`config.mk`:
```
export PLATFORM = sky130hd
export DESIGN_NAME = result_packer
export DESIGN_NICKNAME = d
export VERILOG_FILES = /design/src/rtl/mul_pkg.sv /design/src/rtl/lane_narrow.sv /design/src/rtl/result_packer.sv
export SDC_FILE = /design/constraint.sdc
export NUM_CORES = 1
export LEC_CHECK = 0
export ABC_AREA = 1
export CORE_UTILIZATION = 30
export CTS_CLUSTER_SIZE = 40
export DETAILED_ROUTE_END_ITERATION = 10
export HOLD_SLACK_MARGIN = 0.12
export SLEW_MARGIN = 20
export SYNTH_ARGS = -nofsm -noshare
export SYNTH_HDL_FRONTEND = slang
export SYNTH_SLANG_ARGS = --single-unit
```
`constraint.sdc`:
```
create_clock -name clk -period 5.7 [get_ports clk]
set_input_delay 1.14 -clock clk [delete_from_list [all_inputs] [get_ports clk]]
set_output_delay 1.14 -clock clk [all_outputs]
set_load 0.02 [all_outputs]
```
`src/rtl/mul_pkg.sv`:
```
// Shared types and constants for the result packing datapath.
// Holds the packing mode, the packer FSM states, the Frodo job size
// constants and the lane reduction helper used by lane_narrow.
package mul_pkg;

  // How 16-bit result lanes are laid into 64-bit BRAM words.
  typedef enum logic {
    PACK_WIDE   = 1'b0,
    PACK_NARROW = 1'b1
  } pack_mode_e;

  // Packer control states.
  typedef enum logic [1:0] {
    ST_IDLE = 2'd0,
    ST_RUN  = 2'd1,
    ST_DONE = 2'd2
  } state_e;

  // Frodo result matrix: 1344 words per job by default.
  localparam int FRODO_WORDS       = 1344;
  localparam int FRODO_NARROW_BITS = 1344 * 8;
  localparam int FRODO_WIDE_BITS   = 1344 * 16;

  // Geometry of one input beat.
  localparam int LANES      = 4;
  localparam int LANE_BITS  = 16;
  localparam int BYTE_BITS  = 8;

  // Reduce one 16-bit lane to a byte; with sat set, an overflowing lane
  // clips to all-ones instead of wrapping.
  function automatic logic [7:0] reduce_lane(input logic [15:0] lane, input bit sat);
    logic [7:0] r;
    if (sat && (|lane[15:8])) r = 8'hFF;
    else                      r = lane[7:0];
    return r;
  endfunction

endpackage

```
`src/rtl/lane_narrow.sv`:
```
// Squeezes four 16-bit result lanes into four bytes, lane0 into byte0.
// Build option: define RESULT_PACKER_SAT_EN to saturate lanes whose upper
// byte is nonzero to 8'hFF; otherwise each lane is truncated to lane[7:0].
import mul_pkg::*;

module lane_narrow (
  input  logic [63:0] lanes,
  output logic [31:0] bytes
);

`ifdef RESULT_PACKER_SAT_EN
  localparam bit SAT_EN = 1'b1;
`else
  localparam bit SAT_EN = 1'b0;
`endif

  // Per-lane reduction; the lane order is preserved byte for byte.
  always_comb begin
    bytes = '0;
    for (int i = 0; i < LANES; i++) begin
      bytes[i*BYTE_BITS +: BYTE_BITS] = reduce_lane(lanes[i*LANE_BITS +: LANE_BITS], SAT_EN);
    end
  end

endmodule

```
`src/rtl/result_packer.sv`:
```
// Packs 4x16-bit result beats into 64-bit BRAM words.
// WIDE mode writes every accepted beat unchanged; NARROW mode reduces each
// beat to 32 bits and writes one word per pair of beats, first beat low.
// Each job writes NUM_WORDS words starting at BASE_ADDR, stepping by
// ADDR_STEP, then pulses done. Build option RESULT_PACKER_SAT_EN (see
// lane_narrow) selects saturating instead of truncating narrowing.
import mul_pkg::*;

module result_packer #(
  parameter logic [31:0] BASE_ADDR = 32'd0,
  parameter int          NUM_WORDS = FRODO_WORDS,
  parameter logic [31:0] ADDR_STEP = 32'd1
) (
  input  logic        clk,
  input  logic        rst,
  input  logic        start,
  input  logic        abort,
  input  logic        pack_mode,
  input  logic        in_valid,
  input  logic [63:0] in_data,
  output logic        in_ready,
  output logic [31:0] bram_addr,
  output logic        bram_wen,
  output logic [63:0] bram_wdata,
  output logic        busy,
  output logic        done
);

  localparam logic [31:0] LAST_WORD = 32'(NUM_WORDS - 1);

  state_e      state;
  state_e      state_next;
  pack_mode_e  mode_q;
  logic [31:0] word_cnt;
  logic [31:0] half_q;
  logic        half_valid;
  logic        wen_q;
  logic [63:0] wdata_q;
  logic [31:0] addr_q;
  logic        done_q;

  logic        job_start;
  logic        accept;
  logic        word_done;
  logic        last_word;
  logic [31:0] narrow_bytes;

  lane_narrow u_lane_narrow (
    .lanes (in_data),
    .bytes (narrow_bytes)
  );

  // State register; abort and reset both land the FSM in IDLE.
  always_ff @(posedge clk or posedge rst) begin
    if (rst) state <= ST_IDLE;
    else     state <= state_next;
  end

  // Next state and handshake decode. Abort outranks start and beat
  // acceptance; in_ready is a function of state only.
  always_comb begin
    state_next = state;
    in_ready   = 1'b0;
    busy       = 1'b0;
    job_start  = 1'b0;
    accept     = 1'b0;
    word_done  = 1'b0;
    last_word  = 1'b0;
    case (state)
      ST_IDLE: begin
        if (start && !abort) begin
          job_start  = 1'b1;
          state_next = ST_RUN;
        end
      end
      ST_RUN: begin
        in_ready  = 1'b1;
        busy      = 1'b1;
        accept    = in_valid && !abort;
        word_done = accept && ((mode_q == PACK_WIDE) || half_valid);
        last_word = word_done && (word_cnt == LAST_WORD);
        if (abort)          state_next = ST_IDLE;
        else if (last_word) state_next = ST_DONE;
      end
      ST_DONE: begin
        busy       = 1'b1;
        state_next = ST_IDLE;
      end
      default: state_next = ST_IDLE;
    endcase
  end

  // Datapath: job setup on start, half-word pairing, one-cycle write
  // strobe, address advance after each write and the done pulse.
  always_ff @(posedge clk or posedge rst) begin
    if (rst) begin
      mode_q     <= PACK_WIDE;
      word_cnt   <= '0;
      half_q     <= '0;
      half_valid <= 1'b0;
      wen_q      <= 1'b0;
      wdata_q    <= '0;
      addr_q     <= BASE_ADDR;
      done_q     <= 1'b0;
    end else begin
      wen_q  <= 1'b0;
      done_q <= (state == ST_DONE) && !abort;

      if (wen_q) addr_q <= addr_q + ADDR_STEP;

      if (job_start) begin
        mode_q     <= pack_mode_e'(pack_mode);
        word_cnt   <= '0;
        half_q     <= '0;
        half_valid <= 1'b0;
        addr_q     <= BASE_ADDR;
      end

      if (state == ST_RUN && abort) begin
        half_q     <= '0;
        half_valid <= 1'b0;
      end

      if (accept) begin
        if (mode_q == PACK_WIDE) begin
          wdata_q <= in_data;
          wen_q   <= 1'b1;
        end else if (!half_valid) begin
          half_q     <= narrow_bytes;
          half_valid <= 1'b1;
        end else begin
          wdata_q    <= {narrow_bytes, half_q};
          wen_q      <= 1'b1;
          half_valid <= 1'b0;
        end
        if (word_done) word_cnt <= word_cnt + 32'd1;
      end
    end
  end

  assign bram_wen   = wen_q;
  assign bram_wdata = wdata_q;
  assign bram_addr  = addr_q;
  assign done       = done_q;

endmodule
```
Word level (Yosys, flattened, before mapping):

Cells that the tools add are included.

* flip-flop bits (word level): 166
* bits in latches: 0
* RAM bits: 0
* ROM bits: 0
* input port bits: 70
* output and inout port bits: 100
* memories: 0

* add/subtract/negate cells: 2
* multiply operators: 0
* div/mod/pow operators: 0
* order comparisons: 0
* equal/unequal tests: 6
* shift operators: 0
* multiplexer cells: 30
* bitwise logic cells: 1
* reductions and logical operators: 13

Operators by type and width (number)
* 2-to-1 mux 32 bit: 10
* 2-to-1 mux 64 bit: 2
* adder 32 x 1 -> 32 bit, second input constant: 2
* equality test 32 x 11 -> 1 bit, second input constant: 1
* 2-to-1 mux 1 bit: 14
* logical AND 1 bit: 6
* 2-to-1 mux 2 bit: 3
* case mux 2 bit (2 select lines): 1
* AND reduction 2 bit: 2
* inequality test 3 bit, second input constant: 1
* equality test 2 x 1 -> 1 bit, second input constant: 1
* equality test 2 bit, second input constant: 1
* logical NOT 2 bit: 1
* inequality test 2 x 1 -> 1 bit, second input constant: 1
* inequality test 2 bit, second input constant: 1
* nonzero test 2 bit: 1
* OR reduction 2 bit: 1
* logical NOT 1 bit: 1
* logical OR 1 bit: 1
* NOT 1 bit: 1

Logic depth before layout (Yosys ltp):

* depth in word-level cells: 9
* gate-level depth with buffers: 10
* gate-level depth less buffers: 10

Cells and area by module:

Synthesis repeated with hierarchy kept, for this count alone.

* cell total of the unflattened synthesis: 1151
* area, all modules: 8633.3 um^2

Modules (own cells, without submodules)
* result_packer: times used 1, cells an instance 1119, area each 8393.0 um^2, seq. area each 4154.0 um^2
* lane_narrow: times used 1, cells an instance 32, area each 240.2 um^2, seq. area each 0.0 um^2

Worst setup path after synthesis:

No wires, ideal clock.

* path type: input -> register
* start: input in_valid
* end: register wdata_q[0], in the netlist bram_wdata[0]
* library setup time: 130 ps
* arrival time: 2015 ps
* slack: 3555 ps
* stages on the path: 7
* path through: inv_1 -> nor2_2 -> nand3_4 -> inv_4 -> buf_2 -> buf_2 -> a31oi_1

* cells in the longest elaborated chain, start to end: 3

Ends and longest elaborated chain
* from (decl): line result_packer.sv:19 `input logic in_valid,`
* logical AND 1 bit: line result_packer.sv:79 `accept = in_valid && !abort;`
* 2-to-1 mux 1 bit: line result_packer.sv:69 `case (state)`
* AND reduction 2 bit (no source line)
* to (signal assigned): line result_packer.sv:126 `wdata_q <= in_data;`
* to (signal assigned): line result_packer.sv:132 `wdata_q <= {narrow_bytes, half_q};`
* to (decl): line result_packer.sv:38 `logic [63:0] wdata_q;`

Every way passes these cells.
A chain may end at the register's enable or synchronous reset.

Final worst setup path:

* start: input abort
* end: register wdata_q[35], in the netlist bram_wdata[35]

* cells in the longest elaborated chain, start to end: 4

Ends and longest elaborated chain
* from (decl): line result_packer.sv:17 `input logic abort,`
* logical NOT 1 bit: line result_packer.sv:79
* logical AND 1 bit: line result_packer.sv:79
* 2-to-1 mux 1 bit: line result_packer.sv:69
* AND reduction 2 bit (no source line)

Every way passes these cells.

==> flow_summary.json <==
{
  "die_h_um": 171,
  "met3_usage_pct": 4.40,
  "fmax_ghz": 0.307,
  "cts_resized": 0,
  "yosysSeqAreaShare_pct": 48.5,
  "r2r_cells": 6,
  "cp_top_family": "buffers and inverters",
  "ys_seq_elements": 166,
  "fin_crit_sh_pct": 57.1,
  "insertion_delay_ps": 430,
  "drcViolationCount": 0,
  "clock_skew_ps": 13.7,
  "antenna_left": 0,
  "use_met1_pct": 24.5,
  "tightest_slew_ps": 1020,
  "yosysUniqueCellTypes": 32,
  "vdd_drop_max_v": 0.000268,
  "syn_to_final_growth_pct": 30.3,
  "viasPerCell": 4.83,
  "cp_num_buf_inv": 3,
  "rows": 61,
  "power_density_nw_per_um2": 422,
  "drv_slew": 0,
  "cp.arrival_ps": 3600,
  "utilization_pct": 39.9,
  "start_util_pct": 30.7,
  "cts_max_level": 4,
  "crit_type": "primary input to flip-flop",
  "sequentialPowerShare_pct": 36.8,
  "grt_overflow": 0,
  "drive_above_1_share_pct": 4.31,
  "ys.warnings.count": 0,
  "holdPathStages": 1,
  "status": "complete, no violations",
  "syn_nets": 1239,
  "numCtsBuffers": 17,
  "io_buffers": 169,
  "setup_viol": 0,
  "cp_max_fo": 87,
  "leakage_nw": 4.66,
  "max-cap-violations": 0,
  "grt.total_usage_pct": 18.1,
  "final_cell_mix": "nand2_1, nor2_1, clkdlybuf4s50_1, dfrtp_1, nand3_1",
  "worstPathRequired_ps": 6040,
  "fillCellCount": 2940,
  "syn_area_um2": 8570,
  "fin_setup_tns_ps": 0,
  "cts_tree": "done",
  "cts_num_sinks": 166,
  "grt_start_max_net_pins": 92,
  "wl_per_cell_um": 15.1,
  "hold_class": "flip-flop to flip-flop",
  "ios": 170,
  "comb_power_share_pct": 38.0,
  "switchingPower_w": 0.00185,
  "dp_slack_ps": 1990,
  "stdcell_area_um2": 11200,
  "dpl_cell_area_um2": 10500,
  "fin_ws_ps": 2450,
  "drt_pre_antenna_iters": 5,
  "cp.depth": 7,
  "root_buffer": "clkbuf_16",
  "grt_antenna_before_repair": 0,
  "cp-start-kind": "primary input",
  "ctsHoldBuffers": 0,
  "grt_pass1_wl_um": 41700,
  "postCtsSetupBuffers": 0,
  "vias": 8221,
  "clk_pin_slew_worst_paths_ps": 70,
  "n_antenna_cell": 0,
  "grt_busiest_layer": "met2",
  "internal-power_w": 0.00286,
  "clkPwrFrac_pct": 25.2,
  "slew_headroom_pct": 31.9,
  "dieArea_um2": 29200,
  "die_w_um": 171,
  "crit_path_top_delay_cell": "inv_4",
  "netSwitchingFraction_pct": 39.4,
  "rsz0062_at_grt": "false",
  "clock_path_buffers": 2,
  "fin_crit_ps": 3250,
  "met2_usage_pct": 29.1,
  "p_total_w": 0.00471,
  "path_cells": "clkdlybuf4s50_1, nor2_2, nand3_4, inv_4, buf_4, nor2_1, a31oi_1",
  "drt_iter0_drc": 547,
  "syn_inst": 1164,
  "grt_pass1_vias": 7912,
  "core_area_um2": 27900,
  "finalHoldViolCount": 0,
  "end_kind": "flip-flop",
  "layout_commonest_cell": "nand2_1",
  "gp_congestion": 0.874,
  "slowest_delay_ps": 700,
  "dp_hpwl_um": 17800,
  "postRouteWirelength_um": 25700,
  "finalNetCount": 1386,
  "post_synth.cell_area_avg_um2": 7.36
}
## cells in the mapped netlist
cell      instances  area share (%)
nand2_2           2            0.15
nor2_1          221             9.7
inv_2             3            0.13
a21boi_0          1           0.088
nor4_4            1            0.25
and3_1            3            0.22
xor2_1            1            0.10
nand3b_1          4            0.35
inv_1            62             2.7
buf_1             1           0.044
o21ai_0          37             2.2
buf_2            18             1.1
nor3_1           15            0.88
nor2_2            5            0.37
dfrtp_1         166              48
a21oi_1          43             2.5
a41oi_1           1            0.10
buf_6             5            0.66
nand3_4           1            0.20
nand2_1         357              16
o21bai_1          1           0.088
xnor2_1           1            0.10
a31oi_1          66             4.8
nand4_1          17             1.2
clkinv_1          2           0.088
inv_4             1           0.073
clkbuf_1         24             1.1
buf_4             2            0.18
nand3_1          96             5.6
ha_1              5            0.73
nor2_4            1            0.13
a211oi_1          1           0.088
## worst paths after layout
kind	startpoint	endpoint	slack, ps
worst max-delay path	abort	bram_wdata[35]	2450
worst min-delay path	word_cnt[5]	word_cnt[5]	520
worst max register to register	mode_q	half_q[5]	2860
worst min register to register	word_cnt[5]	word_cnt[5]	520
max in group asynchronous	rst	half_q[2]	3350
min in group asynchronous	rst	bram_addr[14]	1210
## logic make-up after synthesis
logic type	after synthesis	share of synthesized area, %
AOI/OAI and AO/OA	150	9.86
and+or+nand+nor	723	34.7
xor gates and xnor gates	2	0.205
buffers and inverters	118	5.99
adders and majority gates	5	0.730
DFF	166	48.5
## metrics by stage
step	instances	hold WS [ps]
2_1_floorplan	1164	462
3_3_place_gp	1670	502
3_5_place_dp	1670	502
4_1_cts	1702	518
5_1_grt	1702	553
6_report	1702	525
## metal layers
layer	wire [um]	share of wire [%]
met2	11800	46
met4	267	1.0
met5	0	0
met3	1670	6.5
met1	12000	47
## power groups by stage
stage	logic, W	registers, W	clock network [W]
after floorplan	0.000738	0.00200	0
after global placement	0.00178	0.00175	0
after detailed placement	0.00181	0.00175	0
after CTS	0.00181	0.00174	0.00121
after global routing	0.00196	0.00178	0.00126
final	0.00179	0.00173	0.00119
## flip-flops by register name (all words and copies together), names as in the netlist
name / flops
bram_wdata: 64
bram_addr: 32
half_q: 32
word_cnt: 32
state: 2
bram_wen: 1
done: 1
half_valid: 1
mode_q: 1
## layout make-up
class	count	area [um^2]	share of cell area [%]
tap	378	473	4.24
sequential	166	4160	37.2
clock inverter	15	183	1.64
timing repair buffer	178	1760	15.8
multi-input combinational	880	3900	34.9
clock buffer	17	425	3.81
inverter	68	263	2.36
No activity file was read; power rests on OpenSTA's default activity.
